<file path="src/rtl/iter_divider.sv">
// Restoring shift-subtract DIV/DIVU/REM/REMU; XLEN+2 edges normal, 1 edge for div-by-zero/overflow; result held until out_ready.
// Optional synchronous abort port `flush` is enabled by defining ITER_DIVIDER_FLUSH_EN.
module iter_divider #(
  parameter int XLEN  = 64,
  parameter int CNT_W = 7
) (
  input  logic            clk,
  input  logic            rst,
`ifdef ITER_DIVIDER_FLUSH_EN
  input  logic            flush,
`endif
  input  logic            in_valid,
  output logic            in_ready,
  input  logic [XLEN-1:0] X,
  input  logic [XLEN-1:0] Y,
  input  logic [1:0]      op,
  output logic            out_valid,
  input  logic            out_ready,
  output logic [XLEN-1:0] OUTPUT,
  output logic            busy
);

  typedef enum logic [1:0] {
    S_IDLE,
    S_CALC,
    S_FIX,
    S_DONE
  } state_t;

  localparam logic [XLEN-1:0] MIN_NEG  = {1'b1, {(XLEN-1){1'b0}}};
  localparam logic [CNT_W-1:0] LAST_IT = CNT_W'(XLEN);

  state_t            state_q, state_d;
  logic [XLEN-1:0]   rem_q, rem_d;
  logic [XLEN-1:0]   quo_q, quo_d;
  logic [XLEN-1:0]   dvs_q, dvs_d;
  logic [CNT_W-1:0]  cnt_q, cnt_d;
  logic              sgn_q, sgn_d;
  logic              is_rem_q, is_rem_d;
  logic              quo_neg_q, quo_neg_d;
  logic              rem_neg_q, rem_neg_d;
  logic [XLEN-1:0]   out_q, out_d;

  logic              abort;
  logic              x_neg, y_neg;
  logic [XLEN-1:0]   x_abs, y_abs;
  logic              y_zero, ovf;
  logic [XLEN:0]     rem_sh;
  logic              ge;
  logic [XLEN-1:0]   diff;
  logic [XLEN-1:0]   quo_fix, rem_fix;

`ifdef ITER_DIVIDER_FLUSH_EN
  assign abort = flush;
`else
  assign abort = 1'b0;
`endif

  // Operand conditioning; magnitudes stay unsigned so -2^(XLEN-1) maps to 2^(XLEN-1).
  assign x_neg  = ~op[0] & X[XLEN-1];
  assign y_neg  = ~op[0] & Y[XLEN-1];
  assign x_abs  = x_neg ? (~X + 1'b1) : X;
  assign y_abs  = y_neg ? (~Y + 1'b1) : Y;
  assign y_zero = (Y == '0);
  assign ovf    = ~op[0] & (X == MIN_NEG) & (Y == '1);

  // One restoring step on an XLEN+1 bit partial remainder.
  assign rem_sh = {rem_q, quo_q[XLEN-1]};
  assign ge     = (rem_sh >= {1'b0, dvs_q});
  assign diff   = rem_sh[XLEN-1:0] - dvs_q;

  assign quo_fix = (sgn_q & quo_neg_q) ? (~quo_q + 1'b1) : quo_q;
  assign rem_fix = (sgn_q & rem_neg_q) ? (~rem_q + 1'b1) : rem_q;

  always_comb begin
    state_d   = state_q;
    rem_d     = rem_q;
    quo_d     = quo_q;
    dvs_d     = dvs_q;
    cnt_d     = cnt_q;
    sgn_d     = sgn_q;
    is_rem_d  = is_rem_q;
    quo_neg_d = quo_neg_q;
    rem_neg_d = rem_neg_q;
    out_d     = out_q;

    unique case (state_q)
      S_IDLE: begin
        if (in_valid && !abort) begin
          sgn_d     = ~op[0];
          is_rem_d  = op[1];
          quo_neg_d = x_neg ^ y_neg;
          rem_neg_d = x_neg;
          if (y_zero) begin
            out_d   = op[1] ? X : '1;
            state_d = S_DONE;
          end else if (ovf) begin
            out_d   = op[1] ? '0 : X;
            state_d = S_DONE;
          end else begin
            rem_d   = '0;
            quo_d   = x_abs;
            dvs_d   = y_abs;
            cnt_d   = '0;
            state_d = S_CALC;
          end
        end
      end

      S_CALC: begin
        if (abort) begin
          state_d = S_IDLE;
        end else if (cnt_q == LAST_IT) begin
          state_d = S_FIX;
        end else begin
          rem_d = ge ? diff : rem_sh[XLEN-1:0];
          quo_d = {quo_q[XLEN-2:0], ge};
          cnt_d = cnt_q + CNT_W'(1);
        end
      end

      S_FIX: begin
        if (abort) begin
          state_d = S_IDLE;
        end else begin
          out_d   = is_rem_q ? rem_fix : quo_fix;
          state_d = S_DONE;
        end
      end

      S_DONE: begin
        if (abort || out_ready) begin
          state_d = S_IDLE;
        end
      end

      default: state_d = S_IDLE;
    endcase
  end

  always_ff @(posedge clk or posedge rst) begin
    if (rst) begin
      state_q   <= S_IDLE;
      rem_q     <= '0;
      quo_q     <= '0;
      dvs_q     <= '0;
      cnt_q     <= '0;
      sgn_q     <= 1'b0;
      is_rem_q  <= 1'b0;
      quo_neg_q <= 1'b0;
      rem_neg_q <= 1'b0;
      out_q     <= '0;
    end else begin
      state_q   <= state_d;
      rem_q     <= rem_d;
      quo_q     <= quo_d;
      dvs_q     <= dvs_d;
      cnt_q     <= cnt_d;
      sgn_q     <= sgn_d;
      is_rem_q  <= is_rem_d;
      quo_neg_q <= quo_neg_d;
      rem_neg_q <= rem_neg_d;
      out_q     <= out_d;
    end
  end

  assign in_ready  = (state_q == S_IDLE);
  assign out_valid = (state_q == S_DONE);
  assign busy      = (state_q == S_CALC) || (state_q == S_FIX);
  assign OUTPUT    = out_q;

endmodule

</file>
<file path="config.mk">
export PLATFORM = sky130hd
export DESIGN_NAME = iter_divider
export DESIGN_NICKNAME = d
export VERILOG_FILES = /design/src/rtl/iter_divider.sv
export SDC_FILE = /design/constraint.sdc
export NUM_CORES = 1
export LEC_CHECK = 0
export BUFFER_PORTS_ARGS = -buffer_cell sky130_fd_sc_hd__buf_2
export CORE_ASPECT_RATIO = 0.9
export CORE_MARGIN = 5
export CORE_UTILIZATION = 38
export DETAILED_ROUTE_END_ITERATION = 8
export SYNTH_ARGS = -nofsm -noshare
export SYNTH_HDL_FRONTEND = slang
export SYNTH_SLANG_ARGS = --single-unit
</file>
<file path="constraint.sdc">
create_clock -name clk -period 8.93 [get_ports clk]
set_clock_uncertainty 0.15 [all_clocks]
set_input_delay 0.4465 -clock clk [delete_from_list [all_inputs] [get_ports clk]]
set_output_delay 0.4465 -clock clk [all_outputs]
set_load 0.01 [all_outputs]
</file>
After elaboration in Yosys (flattened, before gate mapping)
Index checks and enable logic that the tools add are counted.

Register bits: 269. Latch bits: 0. Memory bits (writable): 0. ROM bits: 0. Bits of input ports: 134. Output and inout bits: 67. Word-level logic and storage cells: 87. Memories: 0.

Add/sub/neg operators: 6. $mul: 0. Divide/modulo/power cells: 0. Order comparisons: 1. Equal/unequal tests: 13. Shift-type cells: 0. Muxes and demuxes: 33. Bitwise logic cells: 14. Reductions and logical operators: 10.

Operators with widths (count): $mux W64 (19); $pmux W64 S2 (3); $add A64 B1 Y64 const B (4); $not A64 Y64 (4); $eq A64 B64 Y1 const B (2); $ge A65 B64 Y1 (1); $logic_not A64 Y1 (1); $sub A64 B64 Y64 (1); $mux W7 (4); $pmux W7 S2 (1); $mux W2 (5); $ne A2 B2 Y1 const B (5); $pmux W2 S4 (1); $add A7 B1 Y7 const B (1); $eq A7 B7 Y1 const B (1); $and A1 B1 Y1 (6); $reduce_and A3 Y1 (2); $reduce_and A5 Y1 (1); $eq A2 B2 Y1 const B (2); $reduce_and A4 Y1 (1); $reduce_bool A2 Y1 (2); $ne A3 B1 Y1 const B (1); $not A1 Y1 (3); $eq A2 B1 Y1 const B (1); 5 further kinds (5).

Longest topological paths before layout
Word-level depth: 7. Mapped depth: 15.

Worst setup path before layout
Ideal clock, no wire load.

Path type: reg2reg. Start: reg rem_q[35]. End: reg rem_q[32]. Arrival: 3119 ps. Required time: 8647 ps. Path slack: 5528 ps. Stages on the path, launching flop included: 14. Buffers on the path: 3. Period minus slack after synthesis: 3402 ps. Cells stage by stage: dfrtp_1 > ha_1 > clkbuf_1 > a21oi_1 > o21ai_0 > a221oi_1 > o21ai_0 > a221oi_1 > o21ai_0 > a21oi_1 > clkbuf_1 > clkbuf_1 > mux2i_1 > o21ai_0.

Longest elaborated chain between the ends: 4.

Ends and longest elaborated chain: start, declared (RTL line 34) `logic [XLEN-1:0] rem_q, rem_d;`; start signal, assigned (RTL line 155) `rem_q <= rem_d;`; $ge A65 B64 Y1 (RTL line 69) `assign ge = (rem_sh >= {1'b0, dvs_q});`; $mux W64 (RTL line 116) `rem_d = ge ? diff : rem_sh[XLEN-1:0];`; $mux W64 (RTL line 113) `end else if (cnt_q == LAST_IT) begin`; $pmux W64 S2 (RTL line 87) `unique case (state_q)`.

No other way between the ends. The select of a mux whose other input is x is not followed. A chain may end at the register's enable or synchronous reset.

Final worst setup path
Start: reg rem_q[33]. End: reg rem_q[35].

Longest elaborated chain between the ends: 4. Elaborated cells between the ends (all ways): 5. Those cells by class: 1 x add/sub; 1 x order compare; 3 x mux.

Ends and longest elaborated chain (RTL line): $sub A64 B64 Y64 or $ge A65 B64 Y1 (tied branches) (70, 69); $mux W64 * (116); $mux W64 * (113); $pmux W64 S2 * (87).

Mark *: on every way between the ends. The rest lies on a longest branch, timed or not. The select of a mux whose other input is x is not followed.

==> impl_metrics.env <==
export IMPL_synth_cells=3010
export IMPL_grt_pass1_wl_um=117700
export IMPL_ys_warnings_count=0
export IMPL_required_ns=9.22
export IMPL_cts_tree="built"
export IMPL_clock_path_buffers=3
export IMPL_p_leak_nw=10.44
export IMPL_crit_path_max_incr_delay_ns=0.68
export IMPL_period_minus_slack_ns=4.758
export IMPL_hold_start="Y[0]"
export IMPL_cts_sinks=269
export IMPL_drc_errors=0
export IMPL_drv_slew=0
export IMPL_rsz0062_at_grt="no"
export IMPL_outcome="finished, final reports clean"
export IMPL_drtIter0Drc=2578
export IMPL_worstMarginPinSlew_ns=1.184
export IMPL_setup_tns_ns=0
export IMPL_peakVddDrop_uv=186.9
export IMPL_slowest_stage="buf_4"
export IMPL_wirelength_um=76670
export IMPL_antenna_found_initial=1
export IMPL_cts_root_buf="clkbuf_16"
export IMPL_cts_buffers=36
export IMPL_startpoint="rem_q[33]"
export IMPL_syn_area_per_cell_um2=7.490
export IMPL_layout_nets=3282
export IMPL_cts_resized=0
export IMPL_start_util_pct=38.44
export IMPL_dpl_hpwl_um=57030
export IMPL_wire_per_inst_um=19.81
export IMPL_synth_area_um2=22550
export IMPL_syn_num_nets=3220
export IMPL_final_seq_area_um2=6733
export IMPL_final_hold_viol_count=0
export IMPL_rows=84
export IMPL_ys_seq_elements=269
export IMPL_antenna_diode_count=0
export IMPL_yosysSeqAreaShare_pct=29.86
export IMPL_cts_setup_buffers=0
export IMPL_die_w_um=266.8
export IMPL_synth_cell_types=80
export IMPL_power_total_mw=9.932
export IMPL_worstSetupStartpointType="flip-flop"
export IMPL_cp_data_arrival_time_ns=5.04
export IMPL_grt_overflow_total=0
export IMPL_gp_congestion=0.9180
export IMPL_cp_max_fo=65
export IMPL_drive_above_1_share_pct=10.53
export IMPL_r2r_start="rem_q[33]"
export IMPL_synth_flop_cell="dfrtp_1"
export IMPL_crit_type="reg -> reg"
export IMPL_numPortBuffers=200
export IMPL_htreeDepth=2
export IMPL_clock_latency_ns=0.56
export IMPL_maxCapViolCount=0
export IMPL_firstDrtPassIters=6
export IMPL_die_area_um2=64310
export IMPL_vias_per_cell=5.749
export IMPL_num_vias=22260
export IMPL_post_route_period_util_pct=53.28
export IMPL_path_cells="ha_1, a21oi_1, o21ai_0, a221oi_1, o21ai_0, a221oi_1, o21ai_0, a21oi_4, buf_4, nand2b_1, nor2_1, a221o_1"
export IMPL_cpMostUsedCell="o21ai_0"
export IMPL_synth_async_sr_flop_share_pct=100.0
export IMPL_grt_total_usage_pct=22.80
export IMPL_fp_dieH_um=241.1
export IMPL_min_path_type="in -> reg"
export IMPL_nFillCells=6041
export IMPL_slew_headroom_pct=21.07
export IMPL_fmax_mhz=210.2
export IMPL_cp_end_kind="flip-flop"
export IMPL_power_density_nw_per_um2=393.2
export IMPL_setup_viol=0
export IMPL_ioPinCount=201
export IMPL_clk_pin_slew_ns=0.06
export IMPL_drtAntennaViolNets=0
export IMPL_fp_coreArea_um2=58650
export IMPL_multi_input_area_um2=14660
export IMPL_syn_to_final_growth_pct=12.02
export IMPL_synth_edf_count=0
export IMPL_hold_buffers=1
export IMPL_grt_pass1_vias=19910
export IMPL_grt_max_degree=154
-- registers in the layout, summed over array words and instances, names as in the netlist --
register   cells
OUTPUT        64
dvs_q         64
quo_q         64
rem_q         64
cnt_q          7
state_q        2
is_rem_q       1
quo_neg_q      1
rem_neg_q      1
sgn_q          1
-- cell type report --
| cell class | count | share of cell area [%] |
|---|---|---|
| Multi-Input combinational cell | 2427 | 58.04 |
| Sequential cell | 269 | 26.66 |
| Timing Repair Buffer | 222 | 4.726 |
| Clock buffer | 47 | 4.132 |
| Tap cell | 774 | 3.835 |
| Inverter | 116 | 1.754 |
| Clock inverter | 16 | 0.8571 |
-- layer usage --
layer	up-vias	GRT usage, %	share of wire [%]
met4	2	5.633	2.1
met5	-	0	0.0091
li1	10840	-	-
met1	10500	35.81	49
met2	838	31.99	41
met3	83	4.261	8.7
-- stage by stage --
| step | cells | cell area [um^2] | hold WS (ns) | setup slack, ns | util (%) |
|---|---|---|---|---|---|
| after floorplan | 3010 | 22550 | 0.3131 | 0.9232 | - |
| after global placement | 3807 | 23990 | 0.3153 | 3.935 | 40.90 |
| after detailed placement | 3807 | 23990 | 0.3204 | 3.904 | 40.90 |
| after CTS | 3871 | 25260 | 0.03896 | 4.192 | 43.06 |
| after global routing | 3871 | 25260 | 0.05737 | 3.890 | 43.06 |
| final | 3871 | 25260 | 0.06966 | 4.172 | 43.06 |
-- critical path: cells and delay by family (launching register included) --
family	cells	cell delay [ns]
compound gates	8	2.14
fa+ha+maj	1	0.43
flops	1	0.44
buf+inv	1	0.68
simple gates	2	0.79
-- cell families after synthesis --
logic type               Yosys count  share of synthesized area (%)
AO/OA/AOI/OAI                    990                          25.54
XOR/XNOR                         297                          11.54
adder cells (fa/ha/maj)           93                          5.006
buffers and inverters            314                          5.511
flip-flops                       269                          29.86
multiplexers                      27                          1.215
AND/OR/NAND/NOR                 1020                          21.33
-- cells in the final DEF (no fill, tap or decap), types with 12 or more instances in the layout --
master | netlist | layout
nor3_1 | 52 | 52
buf_2 | 35 | 200
xor2_1 | 155 | 155
buf_4 | 3 | 19
xnor2_1 | 142 | 142
o31ai_1 | 55 | 55
ha_1 | 75 | 73
nand2_1 | 330 | 330
nor2_1 | 340 | 340
maj3_1 | 17 | 17
a211oi_1 | 26 | 26
nand2b_1 | 19 | 19
nor4_1 | 42 | 41
o21ai_0 | 320 | 319
a21o_1 | 29 | 29
a21oi_1 | 375 | 374
o22ai_1 | 17 | 17
inv_1 | 116 | 115
a22oi_1 | 12 | 12
mux2i_1 | 24 | 24
dfrtp_1 | 269 | 268
clkbuf_16 | 0 | 37
o21bai_1 | 16 | 16
a31oi_1 | 22 | 22
o41ai_1 | 19 | 19
or4_1 | 29 | 29
nand4_1 | 51 | 51
o21a_1 | 12 | 12
o211ai_1 | 23 | 23
nand3_1 | 30 | 30
or3_1 | 44 | 44
-- report_power, final --
group	internal, mW	switching (mW)	leakage, nW
Sequential	1.80	0.674	3.30
Clock	0.966	0.593	0.618
Combinational	2.15	3.74	6.53
-- final timing paths --
kind,cells after the start,to,slack (ns)
min,2,dvs_q[0],0.07
max,12,rem_q[35],4.17
max reg2reg,12,rem_q[35],4.17
min reg2reg,2,OUTPUT[20],0.33
min in group asynchronous,3,OUTPUT[53],0.34
max in group asynchronous,5,dvs_q[10],6.39
-- synthesized netlist by cell type (all sizes together) (45+ instances only) --
| library cell | count | area share [%] |
|---|---|---|
| a21oi | 375 | 8.3 |
| nor2 | 340 | 5.7 |
| nand2 | 331 | 5.5 |
| o21ai | 328 | 7.3 |
| dfrtp | 269 | 30 |
| xor2 | 155 | 6.0 |
| clkbuf | 152 | 2.5 |
| xnor2 | 142 | 5.5 |
| inv | 116 | 1.9 |
| ha | 75 | 4.2 |
| nor3 | 56 | 1.3 |
| o31ai | 55 | 1.8 |
| nand4 | 51 | 1.4 |
| buf | 46 | 1.0 |
| or3 | 45 | 1.3 |
No activity file was read; power rests on OpenSTA's default activity.
